===== config.mk =====
export PLATFORM = sky130hd
export DESIGN_NAME = pssi_tx_8bus_32bits
export DESIGN_NICKNAME = d
export VERILOG_FILES = /design/src/rtl/pssi_tx_8bus_32bits.sv
export SDC_FILE = /design/constraint.sdc
export NUM_CORES = 1
export LEC_CHECK = 0
export ABC_AREA = 1
export CORE_MARGIN = 1.5
export CORE_UTILIZATION = 30
export CTS_BUF_LIST = sky130_fd_sc_hd__clkbuf_8
export CTS_CLUSTER_DIAMETER = 50
export DETAILED_ROUTE_END_ITERATION = 16
export PLACE_DENSITY_LB_ADDON = 0.1
export SYNTH_ARGS = -nofsm -noshare
export SYNTH_HDL_FRONTEND = slang
export SYNTH_SLANG_ARGS = --single-unit

===== constraint.sdc =====
create_clock -name clk_i -period 6.7 [get_ports clk_i]
set_input_delay 1.005 -clock clk_i [delete_from_list [all_inputs] [get_ports clk_i]]
set_output_delay 1.005 -clock clk_i [all_outputs]
set_load 0.1 [all_outputs]

===== src/rtl/pssi_tx_8bus_32bits.sv =====
// PSSI 8-bit transmit serializer.
// Buffers 32-bit words in a small FIFO and shifts each one out as four
// consecutive bytes on an 8-bit PSSI bus, with data-enable and a divided
// PSSI clock. The receiver samples on the rising edge of pssi_clk_o, so
// bytes and DE change only on the falling edge (the "launch" edge).
//
// Ports:
//   clk_i, rst_ni        system clock, async active-low reset
//   s_data_i/s_valid_i   input word stream
//   s_ready_o            FIFO has room (registered)
//   pssi_clk_o           PSSI clock, period 2*CLK_DIV clk_i cycles
//   pssi_de_o            data-enable, active level DE_POL
//   pssi_data_o          PSSI byte
//   pssi_rdy_i           receiver ready, asynchronous, active high
//   busy_o               FIFO non-empty or word in flight
//   fifo_level_o         words waiting in the FIFO (not counting in-flight)
//
// state | meaning
// IDLE  | bus inactive, waiting for a word and rdy
// SEND  | bytes 0..2 of the current word on the bus
// LAST  | byte 3 on the bus; may chain straight into the next word
// PAUSE | rdy dropped mid-word; DE off, byte and index held

module pssi_tx_8bus_32bits #(
    parameter int FIFO_DEPTH = 4,
    parameter int CLK_DIV    = 1,
    parameter bit LSB_FIRST  = 1'b1,
    parameter bit DE_POL     = 1'b1
) (
    input  logic                          clk_i,
    input  logic                          rst_ni,
    input  logic [31:0]                   s_data_i,
    input  logic                          s_valid_i,
    output logic                          s_ready_o,
    output logic                          pssi_clk_o,
    output logic                          pssi_de_o,
    output logic [7:0]                    pssi_data_o,
    input  logic                          pssi_rdy_i,
    output logic                          busy_o,
    output logic [$clog2(FIFO_DEPTH):0]   fifo_level_o
);

    localparam int AW = $clog2(FIFO_DEPTH);
    localparam int DW = (CLK_DIV > 1) ? $clog2(CLK_DIV) : 1;
    localparam logic [DW-1:0] DIV_LOAD = DW'(CLK_DIV - 1);
    localparam logic [AW:0]   DEPTH    = (AW+1)'(FIFO_DEPTH);

    typedef enum logic [1:0] {IDLE, SEND, LAST, PAUSE} state_t;

    // PSSI clock divider: down-counter, toggle on terminal count.
    logic [DW-1:0] div_cnt;
    logic          pclk;
    logic          div_tc;
    logic          launch;

    assign div_tc = (div_cnt == '0);
    assign launch = div_tc && pclk;   // pssi_clk_o about to go 1->0

    always_ff @(posedge clk_i or negedge rst_ni) begin
        if (!rst_ni) begin
            div_cnt <= DIV_LOAD;
            pclk    <= 1'b0;
        end else if (div_tc) begin
            div_cnt <= DIV_LOAD;
            pclk    <= ~pclk;
        end else begin
            div_cnt <= div_cnt - 1'b1;
        end
    end

    // RDY synchronizer
    logic rdy_meta;
    logic rdy_s;

    always_ff @(posedge clk_i or negedge rst_ni) begin
        if (!rst_ni) begin
            rdy_meta <= 1'b0;
            rdy_s    <= 1'b0;
        end else begin
            rdy_meta <= pssi_rdy_i;
            rdy_s    <= rdy_meta;
        end
    end

    // Word FIFO
    logic [31:0]   mem [FIFO_DEPTH];
    logic [AW-1:0] wr_ptr;
    logic [AW-1:0] rd_ptr;
    logic [AW:0]   level;
    logic [AW:0]   level_next;
    logic          push;
    logic          pop;
    logic          s_ready;
    logic [31:0]   head;
    state_t        state;

    assign push = s_valid_i && s_ready;
    assign pop  = launch && (level != '0) && rdy_s && ((state == IDLE) || (state == LAST));
    assign head = mem[rd_ptr];

    always_comb begin
        level_next = level;
        case ({push, pop})
            2'b10:   level_next = level + 1'b1;
            2'b01:   level_next = level - 1'b1;
            default: level_next = level;
        endcase
    end

    always_ff @(posedge clk_i) begin
        if (push) begin
            mem[wr_ptr] <= s_data_i;
        end
    end

    // Depth is a power of two, so pointers wrap on their own.
    always_ff @(posedge clk_i or negedge rst_ni) begin
        if (!rst_ni) begin
            wr_ptr  <= '0;
            rd_ptr  <= '0;
            level   <= '0;
            s_ready <= 1'b1;
        end else begin
            if (push) wr_ptr <= wr_ptr + 1'b1;
            if (pop)  rd_ptr <= rd_ptr + 1'b1;
            level   <= level_next;
            s_ready <= (level_next < DEPTH);
        end
    end

    // Byte k of a word in transmit order; MSB-first is just k reversed.
    function automatic logic [7:0] pick(input logic [31:0] w, input logic [1:0] k);
        logic [1:0] slot;
        slot = LSB_FIRST ? k : ~k;
        return w[{slot, 3'b000} +: 8];
    endfunction

    // Serializer: acts only on launch edges, so outputs hold a full PSSI period.
    logic [31:0] cur_word;
    logic [1:0]  idx;
    logic [7:0]  data;
    logic        de;

    always_ff @(posedge clk_i or negedge rst_ni) begin
        if (!rst_ni) begin
            state    <= IDLE;
            idx      <= 2'd0;
            cur_word <= '0;
            data     <= 8'h00;
            de       <= ~DE_POL;
        end else if (launch) begin
            case (state)
                IDLE, LAST: begin
                    if (pop) begin
                        cur_word <= head;
                        data     <= pick(head, 2'd0);
                        de       <= DE_POL;
                        idx      <= 2'd1;
                        state    <= SEND;
                    end else begin
                        de    <= ~DE_POL;
                        state <= IDLE;
                    end
                end
                SEND, PAUSE: begin
                    if (rdy_s) begin
                        data  <= pick(cur_word, idx);
                        de    <= DE_POL;
                        idx   <= idx + 2'd1;
                        state <= (idx == 2'd3) ? LAST : SEND;
                    end else begin
                        de    <= ~DE_POL;
                        state <= PAUSE;
                    end
                end
                default: state <= IDLE;
            endcase
        end
    end

    assign s_ready_o    = s_ready;
    assign pssi_clk_o   = pclk;
    assign pssi_de_o    = de;
    assign pssi_data_o  = data;
    assign busy_o       = (level != '0) || (state != IDLE);
    assign fifo_level_o = level;

endmodule


==> flow_summary.toml, run 1 <==
[run_status]
outcome = "finished, final reports clean"

[grt]
grt_pass1_wl_microns = 26600
grt_max_degree = 69
met2_usage_pct = 22.6
grt_antenna_before_repair = 0
grt_overflow = 0
top_usage_layer = "met2"
grtUsageMet3_pct = 3.00
grt_use_met1_pct = 17.7
gr-usage-all-layers_pct = 13.6
grt_pass1_vias = 4910

[synthesis]
yosys_warnings = 0
ys_ff_latch = 184
avgSynthCellArea_sq_um = 11.3
synth_seq_area_share_pct = 70.4
synthesis.area_sq_um = 7450
syn_nets = 704
synth_cell_type_count = 24
syn-instance-count = 661

[worst_setup_path]
required_ps = 5690
slowest_delay_ps = 1150
crit_path_start_kind = "register"
crit_chain = "inv_1 -> nand4_1 -> clkdlybuf4s50_1"
cpMaxStageDelayCell = "clkdlybuf4s50_1"
crit_end = "busy_o"
cp.arrival_ps = 2720
r2r_end = "fifo_level_o[1]$_DFFE_PN0N_"
startpoint = "state[0]$_DFFE_PN0P_"
criticalPathCategory = "reg2out"
end_kind = "output port"
rr_startpoint = "state[0]$_DFFE_PN0P_"
crit_path_max_fanout = 13
r2r_slack_ps = 3550
worstRegToRegCells = 6

[power]
p_leak_nw = 3.45
irDropWorstVdd_mv = 0.200
pwr_density_cell_nw_per_um2 = 434

[place]
hpwl_microns = 10100
place_inst = 1007
placed_area_sq_um = 8230
place_congestion = 0.755
io_buffers = 50

[timing]
tightest_slew_ps = 1090
finalCriticalPeriod_ps = 3720
fin_skew_ps = 16.4
fin_crit_sh_pct = 55.6
drv_slew = 0
max_freq_mhz = 269
slew_headroom_pct = 26.9
rsz0062_at_grt = "no"
hold_viol = 0
tns_ps = 0
setup_viol = 0

[clocking]
cts_buffers = 17
clock_sinks = 184
h-tree-depth = 4
cts.path.max_buffers = 2
clock_latency_ps = 460
cts_tree = "built"
cts_hold_buf = 0
cts_root_buf = "clkbuf_8"
cts_resized = 0
clk_pin_slew_ps = 90
cts_setup_buffers = 0

[routing]
wirelength_microns = 16500
viasPerCell = 4.54
drt_iter0_drc = 213
drc = 0
routed-via-count = 4715
antenna_left = 0
dr.pass1.iters = 6
wl_per_cell_microns = 15.8

[final_layout]
instances_no_fill = 1039
syn2layout_area_growth_pct = 16.0
nNetsFinal = 745
final_util_pct = 35.5
layout_commonest_cell = "nand2_1"
n_antenna_cell = 0
final_cell_mix = "nand2_1, edfxtp_1, nand3_1, inv_1, o21ai_0"
drive_gt1_share_pct = 6.85
fin_area_sq_um = 8640

[floorplan]
pin_count = 51
coreArea_sq_um = 24300
die_x_microns = 161
rows = 57
die_area_sq_um = 25800
die_y_microns = 161
start_util_pct = 30.6

[job]
cap_viol_max_count = 0

[hold_path]
hp-class = "reg2reg"
min-delay-start = "rdy_meta$_DFF_PN0_"
[worst max-delay path: cells and delay by family, from the launching register on]
family | cells | cell delay (ps)
buffers and inverters | 2 | 1480
flip-flops | 1 | 570
AND/OR/NAND/NOR | 1 | 200
[worst min-delay path by stage]
stage | cells past startpoint | end
after floorplan | 0 | rdy_s$_DFF_PN0_
after global placement | 0 | rdy_s$_DFF_PN0_
after detailed placement | 0 | rdy_s$_DFF_PN0_
after CTS | 0 | rdy_s$_DFF_PN0_
after global routing | 0 | rdy_s$_DFF_PN0_
final | 0 | rdy_s$_DFF_PN0_
[per-layer routing]
metal,vias up,routed length (microns)
met4,0,178
li1,2322,-
met5,-,0
met2,83,8170
met1,2298,7520
met3,12,582
[sequential cells by signal, summed over array words and instances (netlist names), named ones only]
name,count
mem,128
cur_word,32
pssi_data_o,8
fifo_level_o,2
idx,2
rd_ptr,2
state,2
wr_ptr,2
pssi_clk_o,1
pssi_de_o,1
rdy_meta,1
rdy_s,1
s_ready_o,1
[cells by family (layout without fill, tap and decap cells)]
logic type / Yosys count / count (layout) / synth area share, %
XOR/XNOR: 4 / 4 / 0.470
AND/OR/NAND/NOR: 252 / 252 / 14.2
adder cells (fa/ha/maj): 7 / 7 / 1.28
multiplexers: 1 / 1 / 0.151
AO/OA/AOI/OAI: 113 / 113 / 7.59
buffers and inverters: 100 / 154 / 5.93
flip-flops: 184 / 184 / 70.4
[final cells by class]
class	count	area, sq um
Clock buffer	17	234
Clock inverter	15	175
Fill cell	2403	15700
Inverter	67	251
Multi-Input combinational cell	377	1790
Sequential cell	184	5250
Tap cell	324	405
Timing Repair Buffer	55	533
[per-stage QoR]
| stage | hold WS [ps] | setup slack, ps | power (mW) |
|---|---|---|---|
| 2_1_floorplan | 331 | 3710 | 2.66 |
| 3_3_place_gp | 397 | 3490 | 3.01 |
| 3_5_place_dp | 376 | 3440 | 3.03 |
| 4_1_cts | 420 | 2930 | 3.81 |
| 5_1_grt | 422 | 2780 | 4.03 |
| 6_report | 399 | 2980 | 3.75 |
[power by group]
group / switching, mW / internal [mW] / leakage (nW)
Sequential: 0.177 / 1.48 / 1.84
Clock: 0.402 / 0.370 / 0.207
Combinational: 0.951 / 0.372 / 1.41
[synthesized netlist by cell type]
cell / number / area (sq um)
nand4_1: 1 / 6.26
dfstp_2: 1 / 26.3
nor2_1: 6 / 22.5
a21oi_1: 51 / 255
nor3_1: 1 / 5.00
xnor2_1: 1 / 8.76
ha_1: 6 / 75.1
inv_1: 60 / 225
nand2_1: 168 / 631
buf_2: 14 / 70.1
nand3_4: 1 / 17.5
inv_2: 6 / 22.5
dfrtp_1: 55 / 1380
buf_4: 7 / 52.6
buf_6: 3 / 33.8
clkbuf_1: 9 / 33.8
mux2_2: 1 / 11.3
o21ai_0: 60 / 300
nand3_1: 75 / 375
edfxtp_1: 128 / 3840
fa_1: 1 / 20.0
o21ai_1: 2 / 10.0
clkinv_1: 1 / 3.75
xor2_1: 3 / 26.3
Power figures use the tool's default switching activity.
==> inputs of run 2 (changes only) <==
clock period = 3.5 ns   (was 6.7 ns; I/O delays follow)
==> run 2 against run 1 <==
Effect of this change: clock power increased by 87%; cell count increased by 0.48%; critical path type unchanged; largest power group unchanged; largest cell class unchanged; total power increased by 91%; critical path depth decreased by 2; worst setup slack got worse by 2100 ps; register-to-register slack got worse by 2300 ps; core utilization increased by 0.16 points; design area increased by 0.45%.
==> flow_summary.toml, run 2 (synthesis results as in run 1) <==
[run_status]
outcome = "finished, final reports clean"

[final_layout]
syn2layout_area_growth_pct = 16.5
n_antenna_cell = 0
nNetsFinal = 750
largest-register = "mem"
nFillCells = 2376
largest_reg_flops = 128
drive_gt1_share_pct = 7.92
layout_commonest_cell = "nand2_1"
final_cell_mix = "nand2_1, edfxtp_1, nand3_1, inv_1, o21ai_0"

[routing]
routed-via-count = 4694
drc = 0
wirelength_microns = 16400
viasPerCell = 4.50
wl_per_cell_microns = 15.7
antenna_left = 0
drt_iter0_drc = 287
dr.pass1.iters = 5

[floorplan]
coreArea_sq_um = 24300
rows = 57
die_area_sq_um = 25800
die_y_microns = 161
die_x_microns = 161
start_util_pct = 30.6
pin_count = 51

[worst_setup_path]
required_ps = 2970
end_kind = "output port"
crit_path_max_fanout = 2
cpMaxStageDelayCell = "clkdlybuf4s50_1"
crit_chain = "clkdlybuf4s50_1"
crit_path_start_kind = "register"
path_depth = 1
slowest_delay_ps = 1130
critPathBufInv = 1
path_delay_family = "buffers and inverters"
worstRegToRegCells = 9
criticalPathCategory = "reg2out"
cp.arrival_ps = 2130

[grt]
grt_pass1_vias = 4822
grt_overflow = 0
gr-usage-all-layers_pct = 13.5
grt_pass1_wl_microns = 26500
grt_antenna_before_repair = 0
grt_max_degree = 98

[clocking]
cts_buffers = 17
cts_setup_buffers = 0
clk_pin_slew_ps = 90
cts_root_buf = "clkbuf_8"
cts_tree = "built"
h-tree-depth = 4
clock_sinks = 184
cts_hold_buf = 0
cts_resized = 0
clock_latency_ps = 460
cts.path.max_buffers = 2

[timing]
tightest_slew_ps = 1010
fin_skew_ps = 12.0
hold_viol = 0
slew_headroom_pct = 32.4
fin_crit_sh_pct = 75.7
max_freq_mhz = 377
tns_ps = 0
rsz0062_at_grt = "no"
fin_hold_ws_ps = 227
finalCriticalPeriod_ps = 2650
drv_slew = 0
setup_viol = 0

[power]
power.total_mw = 7.17
p_leak_nw = 3.48
power_frac_seq_pct = 43.6
p_int_mw = 4.22
pwr_density_cell_nw_per_um2 = 826
irDropWorstVdd_mv = 0.391
p_sw_mw = 2.95
swShare_pct = 41.2
power_frac_comb_pct = 36.3
p_clk_share_pct = 20.1

[place]
hpwl_microns = 10100
place_congestion = 0.728
io_buffers = 50

[hold_path]
hp-class = "in2async"

[job]
cap_viol_max_count = 0
## run 2: stage by stage
step           setup slack (ps)  instances  utilization (%)  cell area (sq um)
3_5_place_dp                858       1012             34.0               8280
5_1_grt                     790       1044             35.7               8680
3_3_place_gp                885       1012             34.0               8280
4_1_cts                     807       1044             35.7               8680
6_report                    849       1044             35.7               8680
2_1_floorplan               541        661                -               7450
## run 2: worst reg2reg max path, delay by kind of cell (launching register included)
kind | cells | cell delay (ps)
AOI/OAI and AO/OA | 2 | 260
xor gates and xnor gates | 1 | 190
adders and majority gates | 2 | 600
buffers and inverters | 3 | 440
DFF | 1 | 590
and+or+nand+nor | 1 | 170
## run 2: power groups by stage
stage	Clock [mW]	Sequential, mW	Combinational (mW)
2_1_floorplan	0	3.54	1.55
3_3_place_gp	0	3.17	2.63
3_5_place_dp	0	3.18	2.66
4_1_cts	1.48	3.13	2.66
5_1_grt	1.56	3.20	2.93
6_report	1.44	3.13	2.60
## run 2: layout make-up
type | instances | area (sq um) | share of cell area, %
inverter | 67 | 251 | 2.90
timing repair buffer | 60 | 581 | 6.69
tap | 324 | 405 | 4.67
clock buffer | 17 | 234 | 2.70
multi-input combinational | 377 | 1790 | 20.7
sequential | 184 | 5250 | 60.5
clock inverter | 15 | 166 | 1.92
## run 2: metal layers
layer	routed length, microns	track usage, %	vias to the layer above
met1	7500	17.3	2276
met2	8190	23.1	75
met5	0	0	-
met4	215	4.33	0
met3	511	2.35	15
li1	-	-	2328
## run 2: final timing paths
kind	from	endpoint	slack, ps
worst min-delay path	rst_ni	pssi_data_o[4]$_DFFE_PN0P_	230
worst max register to register	state[0]$_DFFE_PN0P_	s_ready_o$_DFF_PN1_	1200
worst min register to register	rdy_meta$_DFF_PN0_	rdy_s$_DFF_PN0_	420
min in group clk_i	rdy_meta$_DFF_PN0_	rdy_s$_DFF_PN0_	420
max in group asynchronous	rst_ni	rd_ptr[0]$_DFFE_PN0P_	2470
worst max-delay path	s_ready_o$_DFF_PN1_	s_ready_o	850
==> inputs of run 3 (changes only) <==
clock period = 2.15 ns   (was 3.5 ns; I/O delays follow)
==> run 3 against run 2 <==
Effect of this change: register-to-register slack lost 900 ps; total power grew 65%; sequential cell count is the same; critical path depth grew 3; wire length grew 3.3%; count of clock-buffer cells in the layout is the same; cell count grew 1.1%; non-clock buffer count grew 11; highest routed layer unchanged.
==> flow_summary.toml, run 3 (synthesis results as in run 1) <==
[floorplan]
coreArea_sq_um = 24300
pin_count = 51
die_y_microns = 161
start_util_pct = 30.6
die_x_microns = 161
rows = 57
die_area_sq_um = 25800

[routing]
drc = 0
routed-via-count = 4725
wirelength_microns = 17000
wl_per_cell_microns = 16.1
dr.pass1.iters = 4
drt_iter0_drc = 212
antenna_left = 0
viasPerCell = 4.48

[timing]
slew_headroom_pct = 59.8
hold_viol = 0
drv_slew = 0
fin_crit_sh_pct = 86.5
setup_viol = 0
rsz0062_at_grt = "no"
tightest_slew_ps = 602
finalCriticalPeriod_ps = 1860
tns_ps = 0
fin_skew_ps = 13.3
max_freq_mhz = 538

[place]
io_buffers = 50
place_congestion = 0.739
hpwl_microns = 10500

[grt]
grt_max_degree = 70
grt_pass1_wl_microns = 27200
grt_pass1_vias = 4904
grt_overflow = 0
gr-usage-all-layers_pct = 14.0
grt_antenna_before_repair = 0

[worst_setup_path]
cp.arrival_ps = 1540
r2r_end = "s_ready_o$_DFF_PN1_"
crit_path_max_fanout = 10
required_ps = 1830
criticalPathCategory = "reg2out"
crit_path_start_kind = "register"
r2r_slack_ps = 300
end_kind = "output port"
worstRegToRegCells = 10
rr_startpoint = "fifo_level_o[0]$_DFFE_PN0N_"

[power]
power_frac_seq_pct = 42.4
power_frac_comb_pct = 38.7
p_leak_nw = 3.54
p_int_mw = 6.88
pwr_density_cell_nw_per_um2 = 1340
p_sw_mw = 4.93
power.total_mw = 11.8
swShare_pct = 41.8
irDropWorstVdd_mv = 1.05
p_clk_share_pct = 18.9

[run_status]
outcome = "finished, final reports clean"

[clocking]
clk_pin_slew_ps = 100
h-tree-depth = 4
clock_latency_ps = 460
clock_sinks = 184
cts_buffers = 17
cts_root_buf = "clkbuf_8"
cts_setup_buffers = 0
cts_tree = "built"
cts_resized = 0
cts.path.max_buffers = 2

[final_layout]
final_util_pct = 36.2
largest-register = "mem"
regArea_sq_um = 5270
drive_gt1_share_pct = 12.6
nFillCells = 2386
nNetsFinal = 761
n_antenna_cell = 0
multi_input_area_sq_um = 1820
largest_reg_flops = 128
final_cell_mix = "nand2_1, edfxtp_1, nand3_1, inv_1, o21ai_0"
layout_commonest_cell = "nand2_1"
syn2layout_area_growth_pct = 18.2

[job]
cap_viol_max_count = 0

[hold_path]
hold_depth = 1
min-delay-start = "pssi_rdy_i"
min_to = "rdy_meta$_DFF_PN0_"
hp-class = "in2reg"
==> run 3: how the worst max path moves through the flow <==
stage	cells past startpoint	slack [ps]	end	start
2_1_floorplan	10	0.07	register	fifo_level_o[0]$_DFFE_PN0N_
3_3_place_gp	8	220	s_ready_o$_DFF_PN1_	s_valid_i
3_5_place_dp	8	230	s_ready_o$_DFF_PN1_	s_valid_i
4_1_cts	4	230	busy_o	state[0]$_DFFE_PN0P_
5_1_grt	10	160	s_ready_o$_DFF_PN1_	fifo_level_o[0]$_DFFE_PN0N_
6_report	4	290	busy_o	state[0]$_DFFE_PN0P_
==> run 3: repair_timing <==
| action | in CTS | in global routing |
|---|---|---|
| setup endpoints to repair | 0 | 0 |
| hold endpoints to repair | 16 | 0 |
| hold buffers | 1 | 0 |
==> run 3: metrics by stage <==
stage | cell area (sq um) | hold slack, ps | setup slack (ps) | std cells
global route | 8810 | 268 | 164 | 1055
detailed placement | 8420 | 290 | 232 | 1022
finish | 8810 | 298 | 291 | 1055
global placement | 8420 | 278 | 215 | 1022
CTS | 8810 | 267 | 227 | 1055
floorplan | 7530 | 26.9 | 0.0651 | 661
==> run 3: layer usage <==
metal	up-vias	track usage, %	part of all wire (%)
met5	-	0	0
met4	0	3.78	0.83
met3	8	3.18	2.7
met2	59	23.4	48
met1	2312	18.2	48
li1	2346	-	-
==> run 3: critical path, cell delays in order (launching register included) <==
cell     delay, ps
dfrtp_1        390
inv_1          100
buf_4          210
nand4_1        170
buf_12         210
==> run 3: power by group through the flow <==
stage	registers, mW	clock network, mW	logic [mW]
after CTS	5.01	2.33	4.68
after global placement	5.06	0	4.62
after detailed placement	5.08	0	4.65
after global routing	5.09	2.46	5.12
after floorplan	5.79	0	2.59
final	5.00	2.24	4.57
==> run 3: final cells by class <==
class / instances / share of cell area (%)
flip-flops and latches: 184 / 59.8
multi-input cells: 377 / 20.7
repair buffers: 71 / 7.73
well taps: 324 / 4.60
inverters: 67 / 2.88
clock buffers: 17 / 2.66
clock inverters: 15 / 1.63
